--- config.mk ---
export PLATFORM = sky130hd
export DESIGN_NAME = uart_tx_device
export DESIGN_NICKNAME = d
export VERILOG_FILES = /design/src/rtl/uart_tx_pkg.sv /design/src/rtl/uart_tx_fifo.sv /design/src/rtl/uart_tx_device.sv
export SDC_FILE = /design/constraint.sdc
export NUM_CORES = 1
export LEC_CHECK = 0
export CELL_PAD_IN_SITES_DETAIL_PLACEMENT = 1
export CELL_PAD_IN_SITES_GLOBAL_PLACEMENT = 1
export CORE_ASPECT_RATIO = 0.75
export CORE_MARGIN = 2
export CORE_UTILIZATION = 44
export CTS_CLUSTER_SIZE = 16
export DETAILED_ROUTE_END_ITERATION = 12
export PLACE_DENSITY_LB_ADDON = 0.1
export SYNTH_ARGS = -nofsm -noshare
export SYNTH_HDL_FRONTEND = slang
export SYNTH_HIERARCHICAL = 1
export SYNTH_SLANG_ARGS = --single-unit
--- constraint.sdc ---
create_clock -name clk_i -period 3.8 [get_ports clk_i]
set_clock_uncertainty 0.2 [all_clocks]
set_input_delay 0.38 -clock clk_i [delete_from_list [all_inputs] [get_ports clk_i]]
set_output_delay 0.38 -clock clk_i [all_outputs]
set_load 0.1 [all_outputs]
--- src/rtl/uart_tx_pkg.sv ---
// Shared definitions for the UART transmitter device:
// register word offsets, STATUS/CTRL bit positions and FSM states.
package uart_tx_pkg;

  localparam logic [7:0] REG_TXDATA = 8'h00;
  localparam logic [7:0] REG_STATUS = 8'h01;
  localparam logic [7:0] REG_CLKDIV = 8'h02;
  localparam logic [7:0] REG_CTRL   = 8'h03;

  localparam int STAT_FULL  = 0;
  localparam int STAT_EMPTY = 1;
  localparam int STAT_BUSY  = 2;

  localparam int CTRL_TX_EN  = 0;
  localparam int CTRL_IRQ_EN = 1;
  localparam int CTRL_PAR_EN = 2;

  typedef enum logic [2:0] {
    S_IDLE,
    S_START,
    S_DATA,
    S_PARITY,
    S_STOP
  } tx_state_e;

endpackage

--- src/rtl/uart_tx_fifo.sv ---
// Synchronous byte FIFO feeding the UART shifter.
// Pushes to a full FIFO and pops from an empty one are ignored.
module uart_tx_fifo #(
  parameter int Depth = 8
) (
  input  logic                   clk,
  input  logic                   rst,
  input  logic                   push,
  input  logic [7:0]             wdata,
  input  logic                   pop,
  output logic [7:0]             rdata,
  output logic                   full,
  output logic                   empty,
  output logic [$clog2(Depth):0] level
);

  localparam int Aw = $clog2(Depth);

  logic [7:0]    mem [Depth];
  logic [Aw-1:0] wr_ptr;
  logic [Aw-1:0] rd_ptr;
  logic [Aw:0]   cnt;
  logic          do_push;
  logic          do_pop;

  assign full    = (cnt == Aw'(0) + (Aw+1)'(Depth));
  assign empty   = (cnt == '0);
  assign level   = cnt;
  assign rdata   = mem[rd_ptr];
  assign do_push = push && !full;
  assign do_pop  = pop && !empty;

  always_ff @(posedge clk) begin
    if (do_push) mem[wr_ptr] <= wdata;
  end

  always_ff @(posedge clk or posedge rst) begin
    if (rst) begin
      wr_ptr <= '0;
      rd_ptr <= '0;
      cnt    <= '0;
    end else begin
      if (do_push) wr_ptr <= wr_ptr + 1'b1;
      if (do_pop)  rd_ptr <= rd_ptr + 1'b1;
      unique case ({do_push, do_pop})
        2'b10:   cnt <= cnt + 1'b1;
        2'b01:   cnt <= cnt - 1'b1;
        default: cnt <= cnt;
      endcase
    end
  end

endmodule

--- src/rtl/uart_tx_device.sv ---
// Memory-mapped UART transmitter (8N1, optional even parity
// when UART_TX_PARITY_EN is defined) on the simple-system bus.
module uart_tx_device
  import uart_tx_pkg::*;
#(
  parameter int          FifoDepth    = 8,
  parameter logic [15:0] ClkDivReset  = 16'd433,
  parameter int          AddressWidth = 32,
  parameter int          DataWidth    = 32
) (
  input  logic                    clk_i,
  input  logic                    rst_i,
  input  logic                    req_i,
  input  logic                    we_i,
  input  logic [3:0]              be_i,
  input  logic [AddressWidth-1:0] addr_i,
  input  logic [DataWidth-1:0]    wdata_i,
  output logic                    rvalid_o,
  output logic [DataWidth-1:0]    rdata_o,
  output logic                    err_o,
  output logic                    tx_o,
  output logic                    irq_o
);

  logic [7:0]  idx;
  logic        push, pop, full, empty;
  logic [7:0]  fifo_rdata;
  logic [$clog2(FifoDepth):0] level;
  logic        err_d, div_we, ctrl_we;
  logic [31:0] rdata_d, status, ctrl_rd;
  logic [15:0] clkdiv_q;
  logic        tx_en_q, irq_en_q, par_en;
  logic        busy, tick, can_go;
  tx_state_e   state_q, state_d;
  logic [15:0] cnt_q, cnt_d;
  logic [2:0]  bit_q, bit_d;
  logic [7:0]  shift_q, shift_d;
  logic        par_q, par_d;
  logic        unused_bits;

  assign unused_bits = ^{addr_i[AddressWidth-1:10], addr_i[1:0],
                         be_i[3:2], wdata_i[DataWidth-1:16]};

  uart_tx_fifo #(.Depth(FifoDepth)) u_fifo (
    .clk   (clk_i),
    .rst   (rst_i),
    .push  (push),
    .wdata (wdata_i[7:0]),
    .pop   (pop),
    .rdata (fifo_rdata),
    .full  (full),
    .empty (empty),
    .level (level)
  );

  assign idx    = addr_i[9:2];
  assign busy   = (state_q != S_IDLE);
  assign status = {16'b0, 8'(level), 5'b0, busy, empty, full};

`ifdef UART_TX_PARITY_EN
  logic par_en_q;
  assign par_en  = par_en_q;
`else
  assign par_en  = 1'b0;
`endif
  assign ctrl_rd = {29'b0, par_en, irq_en_q, tx_en_q};

  // Full is judged on the pre-cycle state, so a same-cycle pop never rescues a push.
  always_comb begin
    push    = 1'b0;
    err_d   = 1'b0;
    div_we  = 1'b0;
    ctrl_we = 1'b0;
    rdata_d = '0;
    if (req_i) begin
      unique case (1'b1)
        idx == REG_TXDATA: begin
          if (we_i && be_i[0]) begin
            if (full) err_d = 1'b1;
            else      push  = 1'b1;
          end
        end
        idx == REG_STATUS: begin
          if (we_i) err_d   = 1'b1;
          else      rdata_d = status;
        end
        idx == REG_CLKDIV: begin
          if (we_i) div_we  = 1'b1;
          else      rdata_d = {16'b0, clkdiv_q};
        end
        idx == REG_CTRL: begin
          if (we_i) ctrl_we = 1'b1;
          else      rdata_d = ctrl_rd;
        end
        default: err_d = 1'b1;
      endcase
    end
  end

  always_ff @(posedge clk_i or posedge rst_i) begin
    if (rst_i) begin
      rvalid_o <= 1'b0;
      rdata_o  <= '0;
      err_o    <= 1'b0;
      clkdiv_q <= ClkDivReset;
      tx_en_q  <= 1'b0;
      irq_en_q <= 1'b0;
      irq_o    <= 1'b0;
    end else begin
      rvalid_o <= req_i;
      rdata_o  <= DataWidth'(rdata_d);
      err_o    <= err_d;
      if (div_we && be_i[0]) clkdiv_q[7:0]  <= wdata_i[7:0];
      if (div_we && be_i[1]) clkdiv_q[15:8] <= wdata_i[15:8];
      if (ctrl_we && be_i[0]) begin
        tx_en_q  <= wdata_i[CTRL_TX_EN];
        irq_en_q <= wdata_i[CTRL_IRQ_EN];
      end
      irq_o <= irq_en_q && empty && !busy;
    end
  end

`ifdef UART_TX_PARITY_EN
  always_ff @(posedge clk_i or posedge rst_i) begin
    if (rst_i)                     par_en_q <= 1'b0;
    else if (ctrl_we && be_i[0])   par_en_q <= wdata_i[CTRL_PAR_EN];
  end
`endif

  assign tick   = (cnt_q == '0);
  assign can_go = tx_en_q && !empty;

  // Bit timer reloads from CLKDIV at each boundary, so CLKDIV edits land on the next bit.
  always_comb begin
    state_d = state_q;
    cnt_d   = cnt_q;
    bit_d   = bit_q;
    shift_d = shift_q;
    par_d   = par_q;
    pop     = 1'b0;
    if (state_q != S_IDLE) cnt_d = tick ? clkdiv_q : cnt_q - 16'd1;
    unique case (state_q)
      S_IDLE: begin
        if (can_go) begin
          pop     = 1'b1;
          state_d = S_START;
          shift_d = fifo_rdata;
          par_d   = ^fifo_rdata;
          cnt_d   = clkdiv_q;
        end
      end
      S_START: begin
        if (tick) begin
          state_d = S_DATA;
          bit_d   = 3'd0;
        end
      end
      S_DATA: begin
        if (tick) begin
          if (bit_q == 3'd7) begin
            state_d = par_en ? S_PARITY : S_STOP;
          end else begin
            shift_d = shift_q >> 1;
            bit_d   = bit_q + 3'd1;
          end
        end
      end
      S_PARITY: begin
        if (tick) state_d = S_STOP;
      end
      S_STOP: begin
        if (tick) begin
          if (can_go) begin
            pop     = 1'b1;
            state_d = S_START;
            shift_d = fifo_rdata;
            par_d   = ^fifo_rdata;
          end else begin
            state_d = S_IDLE;
          end
        end
      end
      default: state_d = S_IDLE;
    endcase
  end

  always_ff @(posedge clk_i or posedge rst_i) begin
    if (rst_i) begin
      state_q <= S_IDLE;
      cnt_q   <= '0;
      bit_q   <= '0;
      shift_q <= '0;
      par_q   <= 1'b0;
    end else begin
      state_q <= state_d;
      cnt_q   <= cnt_d;
      bit_q   <= bit_d;
      shift_q <= shift_d;
      par_q   <= par_d;
    end
  end

  always_comb begin
    tx_o = 1'b1;
    unique case (state_q)
      S_START:  tx_o = 1'b0;
      S_DATA:   tx_o = shift_q[0];
      S_PARITY: tx_o = par_q;
      default:  tx_o = 1'b1;
    endcase
  end

endmodule

==> run metrics <==
yosys synthesis warning count=6; fin. max-slew vios=0; Max-Cap Viols=0; first-pass iteration count of the detailed router=4; gr usage total=between 20% and 30%; vias per std cell=approximately 5.5; CP Max Fanout=6; fin nets=between 600 and 700; Setup Viol. Count Final=0; first-pass GRT wire length=approximately 25,000 um; critical path's slowest cell=or4b_2; most numerous cell on the critical path=ha_1; Setup Buffers After CTS=0; Seq cells post-synth=roughly 140; slew margin rel.=about a third; final total power=approximately 4.4 mW; Slew @ Worst Pin=approximately 0.99 ns; # rows=38; Primary FF master, synth=dfrtp_1; share of the synthesized area in the top cell type=between 20% and 30%; crit-path cells=inv_1 -> ha_1 -> nor4b_4 -> a41oi_1 -> nor2_1 -> o41ai_2 -> inv_1 -> ha_1 -> ha_1 -> or4b_2 -> o311ai_0 -> o211ai_1; clock slew at the register clock pins of the worst setup and hold paths=approximately 0.060 ns; part of the Yosys area used for sequential elements=approximately three fifths; fillcell total=around 1,500; CTS resizes=0; Total Wirelength=between 15,000 and 20,000 um; Final WS setup=0.367 ns; Critical R2R Capture=u_fifo/level[3]$_DFFE_PP0P_; Startpoint Class=flip-flop; clock root buffer master=clkbuf_16; largest net degree at the start of global routing=38; Crit path buffers/inverters=2; Post-Syn Instances=494; CP top delay family=simple AND/OR/NAND/NOR gates; ranking of synthesized cells by area=edfxtp_1 29%, dfrtp_1 28%, mux4_1 6.4%; Hold Buf Count CTS=0; die span in y=between 100 and 150 um; Max Freq=291 MHz; Max VDD drop=0.336 mV; CP Data Required Time=slightly below 4 ns; core footprint=between 10,000 and 15,000 um^2; chip width=between 100 and 150 um; mean post-synth cell area=approximately 13 um^2; DR vias=about 4,300; final hold violations=0; Longest Clk Path Bufs=2; clock sinks=~140; Cell variety after synth=67; final core utilization=a little over half; IO buf count=49; worst r2r path cells=12; setup TNS=0 ns; CTS H-tree lvls=4; RSZ-0062 raised after global routing=false; clock latency on the worst-skew pair=approximately 0.42 ns; initial antenna violation count=0; total grt overflow=0; Min Clock Period, post-route=between 3 and 4 ns; Final HPWL DP=about 11,000 um; share of cells above drive strength 1=19.6%; CTS buffer count=17; Area Growth Syn to Fin=20.7%; number of global-route vias before repair=~4,500; status=finished clean; Leak=~3.1 nW; CTS tree=yes; area leader, netlist=edfxtp_1; EDFF count, synth=64; RR Startpoint=cnt_q[0]$_DFF_PP0_; drt initial violations=just over 200; ANT cells=0; register area=3880 um^2; final critical-path share of the clock period=between 90% and 100%; crit-path max cell delay=between 0.6 and 0.7 ns; Hold WC Path Type=primary input to asynchronous set/reset pin; power density cells=~550 nW/um^2; Reg2Reg Setup Slack=0.37 ns; CP Capture Type=flip-flop; initial core utilization=~45%; critical path class=flip-flop to flip-flop; # IOs=~110; pre-CTS setup slack=slightly below 0.3 ns; asr flop ratio synth=a little over half; routability cong.=0.784; wire length per cell=approximately 20 um; DRC Markers=0; Post-Syn Area=approximately 6600 um^2; crit path DAT=approximately 3.5 ns; Antenna Violating Nets Remaining=0; die area=16,000 um^2; area of the multi-input gates=~2500 um^2
-- cells by family (layout without fill, tap and decap cells) --
kind of cell               Yosys count  in the layout  synth area share (%)
AOI/OAI and AO/OA                   77             77                  8.06
xor gates and xnor gates            14             14                  1.86
adders and majority gates           10             10                  2.01
buffers and inverters               49            128                  4.37
DFF                                142            142                  58.7
muxes                               54             54                  12.7
other                                1             16                0.0567
and+or+nand+nor                    147            147                  12.3
-- through the flow --
stage / hold slack [ns] / instance area (um^2) / instances
after floorplan: 0.0202 / 6670 / 509
after global placement: 0.298 / 7410 / 756
after detailed placement: 0.299 / 7410 / 756
after CTS: 0.0998 / 7980 / 788
after global routing: 0.134 / 7980 / 788
final: 0.112 / 7980 / 788
-- state kept, by name, summed over array words and instances, names as in the netlist --
register,count
cnt_q,16
u_fifo/rd_ptr,3
rvalid_o,1
irq_en_q,1
state_q,3
rdata_o,16
shift_q,8
u_fifo/mem,64
clkdiv_q,16
bit_q,3
err_o,1
par_q,1
tx_en_q,1
u_fifo/wr_ptr,3
u_fifo/level,4
irq_o,1
-- placed cells by master (no fill, tap or decap), drive strengths merged, types with 3 or more instances in the layout --
cell / count
inv: 22
nor2b: 4
and2: 10
ha: 9
clkinv: 6
xnor2: 12
buf: 30
nand3b: 3
nor3: 11
o21ai: 17
a22oi: 7
nand4: 5
mux2: 30
dfstp: 5
clkdlybuf4s50: 48
nand2: 32
mux4: 16
mux2i: 8
a21oi: 23
edfxtp: 64
nor3b: 6
nand2b: 8
clkbuf: 18
a211o: 3
clkinvlp: 3
conb: 16
nand3: 9
o22ai: 4
nor2: 44
nor4: 7
dfrtp: 73
-- worst max-delay path by stage --
stage                             endpoint  cells past startpoint          startpoint  slack, ns
5_1_grt        u_fifo/level[3]$_DFFE_PP0P_                     12  cnt_q[0]$_DFF_PP0_        0.1
4_1_cts        u_fifo/level[3]$_DFFE_PP0P_                     12  cnt_q[0]$_DFF_PP0_       0.34
3_5_place_dp   u_fifo/level[3]$_DFFE_PP0P_                     12           addr_i[5]       0.29
6_report       u_fifo/level[3]$_DFFE_PP0P_                     12  cnt_q[0]$_DFF_PP0_       0.37
2_1_floorplan  u_fifo/level[3]$_DFFE_PP0P_                     12  cnt_q[0]$_DFF_PP0_       0.33
3_3_place_gp   u_fifo/level[3]$_DFFE_PP0P_                     12           addr_i[7]       0.35
-- area by class of cell --
cell class	instances	share of cell area, %
well taps	200	3.14
inverters	18	0.847
multi-input cells	318	31.3
repair buffers	78	9.01
flip-flops and latches	142	48.7
clock inverters	14	1.66
clock buffers	18	5.38
-- routing by layer --
metal | wire (um) | global-route usage [%]
met1 | 7500 | 28.9
met2 | 7470 | 34.0
met3 | 597 | 3.87
met4 | 154 | 6.44
met5 | 0 | 0
-- cells in the mapped netlist, types with 3 or more instances --
library cell and instances:
edfxtp_1 64, nand2_1 31, nand3_1 9, dfrtp_1 73, nor3_1 11, inv_1 18
clkbuf_1 7, nand4_1 3, mux2_2 30, nor2b_1 4, ha_1 9, xnor2_1 12
dfstp_2 5, a21oi_1 23, buf_4 17, mux4_1 16, and2_1 9, a22oi_1 7
o22ai_1 4, nor4_1 5, buf_6 3, o21ai_0 17, nor2_1 42, nand2b_1 8
mux2i_1 8, nand3b_1 3, nor3b_1 6
-- worst register-to-register path: stages, from the launching register on --
cell	delay, ns
dfrtp_1	0.43
inv_1	0.10
ha_1	0.15
nor4b_4	0.24
a41oi_1	0.19
nor2_1	0.37
o41ai_2	0.20
inv_1	0.14
ha_1	0.18
ha_1	0.24
or4b_2	0.63
o311ai_0	0.12
o211ai_1	0.13
-- report_power, final --
group          leakage (nW)  total [mW]  internal (mW)  switching (mW)
logic                  1.30       0.937          0.383           0.554
registers              1.57        1.88           1.73           0.152
clock network         0.268        1.58          0.909           0.672
(Power assumes the default switching activity.)
